<file path="src/rtl/key_encoder83_if.sv">
// Key-code handshake bundle: the encoder drives code/valid, the consumer drives ready.
// A transfer happens on any clock edge where codeValid and codeReady are both high.
interface key_encoder83_if;
  logic [2:0] codeOut;
  logic       codeValid;
  logic       codeReady;

  modport master (output codeOut, output codeValid, input codeReady);
  modport slave  (input codeOut, input codeValid, output codeReady);
endinterface

</file>
<file path="src/rtl/key_encoder83.sv">
// Debounced 8-to-3 priority encoder: synchronise, debounce the whole vector,
// encode the highest held key and report each new code over a valid/ready handshake.
module key_encoder83 #(
  parameter int DEBOUNCE_CYCLES = 50000
) (
  input  logic                   clk,
  input  logic                   rst_n,
  input  logic [7:0]             swIn,
  key_encoder83_if.master        code_if,
  output logic                   keyDown,
  output logic                   overrun
);

  localparam int                CNT_W    = $clog2(DEBOUNCE_CYCLES + 1);
  localparam logic [CNT_W-1:0]  CNT_LAST = CNT_W'(DEBOUNCE_CYCLES - 1);

  typedef enum logic {ST_IDLE, ST_PEND} state_t;

  logic [7:0]       r_s1;
  logic [7:0]       r_s2;
  logic [7:0]       r_cand;
  logic [7:0]       r_stable;
  logic [CNT_W-1:0] r_cnt;

  state_t           r_state;
  logic [2:0]       r_code;
  logic             r_valid;
  logic             r_key_down;
  logic             r_overrun;
  logic [3:0]       r_last;

  logic             w_hit;
  logic [2:0]       w_enc;
  logic             w_new;

  always_ff @(posedge clk or negedge rst_n) begin
    if (!rst_n) begin
      r_s1 <= 8'd0;
      r_s2 <= 8'd0;
    end else begin
      r_s1 <= swIn;
      r_s2 <= r_s1;
    end
  end

  // Any difference from the candidate restarts the count; the count then saturates.
  always_ff @(posedge clk or negedge rst_n) begin
    if (!rst_n) begin
      r_cand   <= 8'd0;
      r_stable <= 8'd0;
      r_cnt    <= '0;
    end else begin
      if (r_s2 != r_cand) begin
        r_cand <= r_s2;
        r_cnt  <= '0;
      end else if (r_cnt == CNT_LAST) begin
        r_stable <= r_cand;
      end else begin
        r_cnt <= r_cnt + CNT_W'(1);
      end
    end
  end

  // Ascending scan so the highest set index is the last one written.
  always_comb begin
    w_enc = 3'd0;
    for (int i = 0; i < 8; i++) begin
      if (r_stable[i]) w_enc = 3'(i);
    end
  end

  assign w_hit = |r_stable;
  assign w_new = w_hit && ({w_hit, w_enc} != r_last);

  always_ff @(posedge clk or negedge rst_n) begin
    if (!rst_n) begin
      r_state    <= ST_IDLE;
      r_code     <= 3'd0;
      r_valid    <= 1'b0;
      r_key_down <= 1'b0;
      r_overrun  <= 1'b0;
      r_last     <= 4'd0;
    end else begin
      r_key_down <= w_hit;
      r_overrun  <= 1'b0;
      // A full release forgets the last code so the same key can report again.
      if (!w_hit) r_last <= 4'd0;
      case (r_state)
        ST_IDLE: begin
          if (w_new) begin
            r_state <= ST_PEND;
            r_valid <= 1'b1;
            r_code  <= w_enc;
            r_last  <= {1'b1, w_enc};
          end
        end
        ST_PEND: begin
          if (w_new) begin
            r_code    <= w_enc;
            r_last    <= {1'b1, w_enc};
            r_overrun <= !code_if.codeReady;
          end else if (code_if.codeReady) begin
            r_state <= ST_IDLE;
            r_valid <= 1'b0;
          end
        end
        default: begin
          r_state <= ST_IDLE;
          r_valid <= 1'b0;
        end
      endcase
    end
  end

  assign code_if.codeOut   = r_code;
  assign code_if.codeValid = r_valid;
  assign keyDown           = r_key_down;
  assign overrun           = r_overrun;

endmodule

</file>
<file path="src/flat_wrapper.sv">
// flat-port wrapper written by rule: the top's interface ports become plain ports
module key_encoder83_flat 
#(
  parameter int DEBOUNCE_CYCLES = 50000
)
  (clk, rst_n, swIn, keyDown, overrun, code_if_codeOut, code_if_codeValid, code_if_codeReady);
  key_encoder83_if code_if_i ();
  input  logic clk;
  input  logic rst_n;
  input  logic [7:0] swIn;
  output logic keyDown;
  output logic overrun;
  output wire logic [$bits(code_if_i.codeOut)-1:0] code_if_codeOut;
  output wire logic [$bits(code_if_i.codeValid)-1:0] code_if_codeValid;
  input wire logic [$bits(code_if_i.codeReady)-1:0] code_if_codeReady;
  assign code_if_codeOut = code_if_i.codeOut;
  assign code_if_codeValid = code_if_i.codeValid;
  assign code_if_i.codeReady = code_if_codeReady;
  key_encoder83 #(.DEBOUNCE_CYCLES(DEBOUNCE_CYCLES)) u_core (.clk(clk), .rst_n(rst_n), .swIn(swIn), .code_if(code_if_i), .keyDown(keyDown), .overrun(overrun));
endmodule
</file>
<file path="config.mk">
export PLATFORM = sky130hd
export DESIGN_NAME = key_encoder83_flat
export DESIGN_NICKNAME = d
export VERILOG_FILES = /design/src/rtl/key_encoder83_if.sv /design/src/rtl/key_encoder83.sv /design/src/flat_wrapper.sv
export SDC_FILE = /design/constraint.sdc
export NUM_CORES = 1
export LEC_CHECK = 0
export CORE_MARGIN = 2
export CORE_UTILIZATION = 60
export DETAILED_ROUTE_END_ITERATION = 10
export PLACE_DENSITY = 0.88
export SKIP_LAST_GASP = 1
export SLEW_MARGIN = 5
export SYNTH_ARGS = -nofsm -noshare
export SYNTH_HDL_FRONTEND = slang
export SYNTH_SLANG_ARGS = --single-unit
</file>
<file path="constraint.sdc">
create_clock -name clk -period 3.3 [get_ports clk]
set_input_delay 0.33 -clock clk [delete_from_list [all_inputs] [get_ports clk]]
set_output_delay 0.33 -clock clk [all_outputs]
set_load 0.005 [all_outputs]
</file>
======== Yosys cells after proc, flatten, opt, wreduce, memory -nomap -nowiden ========
Index checks and enable logic that the tools add are counted.
cells by class
  bitwise operators ....................... 2
  equality and inequality tests ........... 8
  mux-type cells .......................... 22
  reductions and logical operators ........ 5
  $add $sub $neg .......................... 1
operator list
  operator                 count
  $mux W16                 2
  $add A16 B1 Y16 const B  1
  $eq A16 B16 Y1 const B   1
  $mux W3                  5
  $mux W1                  9
  $mux W4                  2
  $ne A8 B8 Y1             1
  $reduce_or A8 Y1         1
  $ne A2 B2 Y1 const B     3
  $mux W2                  2
  $ne A2 B1 Y1 const B     2
  $ne A4 B4 Y1             1
  $pmux W1 S2              2
  $reduce_and A3 Y1        1
  $not A1 Y1               2
  $reduce_and A2 Y1        1
  $logic_and A1 B1 Y1      1
  $logic_not A1 Y1         1
storage, ports and cells
  output and inout bits ................... 6
  register bits after elaboration ......... 59
  input port bits ......................... 11

======== Depth between registers and ports, before layout ========
  word-level depth ........................ 11
  depth in mapped cells ................... 6

======== Worst setup path before layout ========
No wires, ideal clock.
  path type ............................... flip-flop to flip-flop
  start ................................... register u_core.r_stable[5]
  end ..................................... register u_core.r_code[0], in the netlist u_core.code_if.codeOut[0]
  path slack .............................. 1179 ps
  period minus slack after synthesis ...... 2121 ps
  setup time .............................. 125 ps
  data arrival time ....................... 1996 ps
  required time ........................... 3175 ps
  stages on the path, launching flop included .. 6
  cell sequence ........................... dfrtp_1 -> or4_1 -> buf_2 -> o31a_1 -> o31ai_4 -> mux2_4
between the ends
  longest elaborated chain between the ends .. 5
RTL lines
  what                      line                 text
  start: declaration        key_encoder83.sv:22  logic [7:0] r_stable;
  start signal: assignment  key_encoder83.sv:57  r_stable <= r_cand;
  $mux W3 (3 in series)     key_encoder83.sv:68  if (r_stable[i]) w_enc = 3'(i);
  $ne A4 B4 Y1              key_encoder83.sv:73  assign w_new = w_hit && ({w_hit, w_enc} != r_last);
  $logic_and A1 B1 Y1       key_encoder83.sv:73
  end signal: assignment    key_encoder83.sv:93  r_code <= w_enc;
  end signal: assignment    key_encoder83.sv:99  r_code <= w_enc;
  end: declaration          key_encoder83.sv:26  logic [2:0] r_code;
Several ways; a longest one is shown, not always the timed one. The select of a mux whose other input is x is not followed.
A chain may end at the register's enable or synchronous reset.

======== Worst setup path after layout ========
  start ................................... register u_core.r_cand[2]
  end ..................................... register u_core.r_stable[1]
between the ends
  longest elaborated chain between the ends .. 3
RTL lines
  what                         line                 text
  start: declaration           key_encoder83.sv:21  logic [7:0] r_cand;
  start signal: assignment     key_encoder83.sv:54  r_cand <= r_s2;
  $ne A8 B8 Y1                 key_encoder83.sv:53  if (r_s2 != r_cand) begin
  $not A1 Y1 (no line)         --
  $reduce_and A2 Y1 (no line)  --
No other way between the ends.

==> flow_summary_export.csv <==
group,metric,value,unit
grt,grt_max_degree,34,
final_layout,drive_above_1_share,14.9,%
critical_path,crit_family,"simple AND/OR/NAND/NOR gates",
timing,layout_setup_ws,1.05,ns
place,post-place-ws,1.02,ns
timing,fin_setup_tns,0,ns
grt,grt_first_pass_wirelength,6.36,mm
final_layout,fin_nets,215,
critical_path,slowest_delay,0.46,ns
pwr,p_leak,1.24,nW
pwr,switching_share,19.8,%
clocking,cts_buffers,9,
synthesis,syn_area,2320,um2
synthesis,synthCells,185,
clocking,clock_sinks,59,
synthesis,synth.area.top_cells,"dfrtp_1 64%, xor2_1 6.4%, mux2_2 3.9%, nor2_1 3.6%, xnor2_1 2.3%",
timing,max_slew_margin,61.3,%
drt,wl_per_cell,14.3,um
clocking,holdBufCountCts,0,
drt,ant_nets,0,
drt,firstDrtPassIters,4,
synthesis,yosys_warnings,0,
final_layout,n_antenna_cell,0,
drt,drc,0,
grt,grt_usage,20.5,%
critical_path,cp.arrival,2.46,ns
timing,tightestPinTransition,0.580,ns
timing,max_freq,0.444,GHz
final_layout,area_growth,16.9,%
timing,hold_viol,8,
critical_path,end_kind,"flop",
pwr,power_per_cell_area,541,nW/um2
drt,avgViaCountPerCell,5.54,
flow_run,cap_violations,0,
pwr,power_frac_comb,2.5,%
place,port_buffers,16,
drt,wirelength,3.65,mm
drt,drt_first_iter_violations,101,
floorplan,die_h,66.2,um
clocking,clk_pin_slew,0.07,ns
critical_path,crit_chain,"xor2_1 > nor4_1 > nand2_1 > nor2_2 > mux2_2",
floorplan,dieArea,4390,um2
floorplan,io_pins,17,
critical_path,cp_slowest_cell,"nor2_2",
drt,dr_wl_met3,153,um
synthesis,synth_top_area_share,63.5,%
timing,drv_slew,0,
timing,rsz0062_at_grt,"false",
synthesis,ys_ff_latch,59,
timing,post-route-min-period,2.25,ns
pwr,p_clk_share,46.6,%
floorplan,die_x,66.2,um
synthesis,synth_common_cells,"59 x dfrtp_1, 22 x nor2_1, 17 x xor2_1, 10 x nand3_1, 9 x clkbuf_1",
clocking,cts_resized,0,
hold_path,hold_class,"in -> async",
synthesis,yosys.area.top_type,"dfrtp_1",
critical_path,path_buf_inv,0,
place,gp_congestion,0.790,
synthesis,synth_nets,197,
drt,met1_length,1.52,mm
final_layout,stdcell_area,2720,um2
status,run_status,"finished with violations",
pwr,pwr-share-seq,50.9,%
status,violations,"hold timing",
critical_path,cp.required,3.51,ns
drt,via_count,1418,
timing,clock_skew,0.00923,ns
clocking,cts_tree,"built",
timing,period_share,68.3,%
synthesis,ys.flop_type,"dfrtp_1",
place,dpl.hpwl,2.59,mm
timing,setup_viol,0,
synthesis,synth_area_per_cell,12.6,um2
synthesis,yosysUniqueCellTypes,40,
synthesis,synth_seq_area_share,63.5,%
grt,grt_pass1_vias,1481,
grt,grt_antenna_before_repair,0,
pwr,p_int,1.18,mW
synthesis,synthArstFlopShare,100,%
clocking,clk_latency,0.33,ns
synthesis,synth-edff-count,0,
synthesis,yosysMostFrequentCell,"dfrtp_1",
floorplan,floorplan.initialDensity,63.0,%
drt,met2_length,1.88,mm
timing,hold_slack,-0.0102,ns
clocking,cts_post_setup_buffers_inserted,0,
clocking,cts_max_level,3,
critical_path,crit_path_max_fanout,17,
drt,highest_layer,"met4",
place,dpl_cell_area,2510,um2
grt,overflow,0,
clocking,root_buffer,"clkbuf_8",
critical_path,crit_path_start_kind,"flop",
clocking,clock_tree.buffer_depth,2,
pwr,switchingPower,0.291,mW
critical_path,critPathKind,"reg -> reg",
floorplan,core,3690,um2
floorplan,rows,22,
final_layout,utilization,73.6,%
pwr,ir_drop,572,uV
worst paths after layout:
kind / endpoint / depth (start not counted) / slack [ns] / from
setup reg to reg: u_core.r_stable[1] / 5 / 1.05 / u_core.r_cand[2]
max in group asynchronous: u_core.r_cand[3] / 2 / 2.50 / rst_n
hold / removal: u_core.r_state / 1 / -0.01 / rst_n
min in group clk: u_core.r_s2[2] / 0 / 0.35 / u_core.r_s1[2]
setup / recovery: u_core.r_stable[1] / 5 / 1.05 / u_core.r_cand[2]
hold reg to reg: u_core.r_s2[2] / 0 / 0.35 / u_core.r_s1[2]
worst register-to-register path, stage by stage, from the launching register on:
cell and delay (ns):
dfrtp_1 0.40, xor2_1 0.16, nor4_1 0.32, nand2_1 0.41, nor2_2 0.47, mux2_2 0.39
sequential cells by signal (all words and copies together) (netlist names):
signal,flops
u_core.code_if.codeValid,1
u_core.r_cand,8
u_core.r_cnt,16
u_core.keyDown,1
u_core.r_s1,8
u_core.r_state,1
u_core.r_s2,8
u_core.r_stable,8
u_core.overrun,1
u_core.code_if.codeOut,3
u_core.r_last,4
metrics by stage:
step                      power (mW)  std cells
final                           1.47        256
after global routing            1.53        256
after global placement         0.797        240
after detailed placement       0.801        240
after CTS                       1.49        256
after floorplan                0.771        185
layout by cell type, fill, tap and decap left out, drive strengths merged, types with 3 or more instances in the layout:
master          n
clkbuf         11
clkdlybuf4s50  15
dfrtp          59
inv             3
mux2           10
nand2           7
nand3          10
nor2           23
nor2b           4
nor4            4
xnor2           6
xor2           17
area by class of cell:
class	count	area (um2)
clock buffer	11	131
clock inverter	5	77.6
fill	237	972
inverter	3	11.3
multi-input combinational	113	797
sequential	59	1480
tap	48	60.1
timing repair buffer	17	163
routing by layer:
metal / vias to the layer above / global-route usage, %
met4: 0 / 15.3
met5: - / 0
met3: 10 / 4.60
met1: 710 / 22.9
li1: 660 / -
met2: 38 / 33.9
power by group through the flow:
stage                     clock network [mW]  registers [mW]  logic [mW]
final                                  0.685           0.749      0.0370
after global routing                   0.734           0.750      0.0426
after CTS                              0.700           0.749      0.0388
after detailed placement                   0           0.762      0.0388
after global placement                     0           0.761      0.0368
after floorplan                            0           0.760      0.0116
cell families after synthesis:
kind of cell / synth area share (%)
AOI/OAI and AO/OA: 4.79
xor gates and xnor gates: 8.67
adders and majority gates: 0.538
buffers and inverters: 2.15
DFF: 63.5
muxes: 5.60
and+or+nand+nor: 14.7
(Power assumes the default switching activity.)
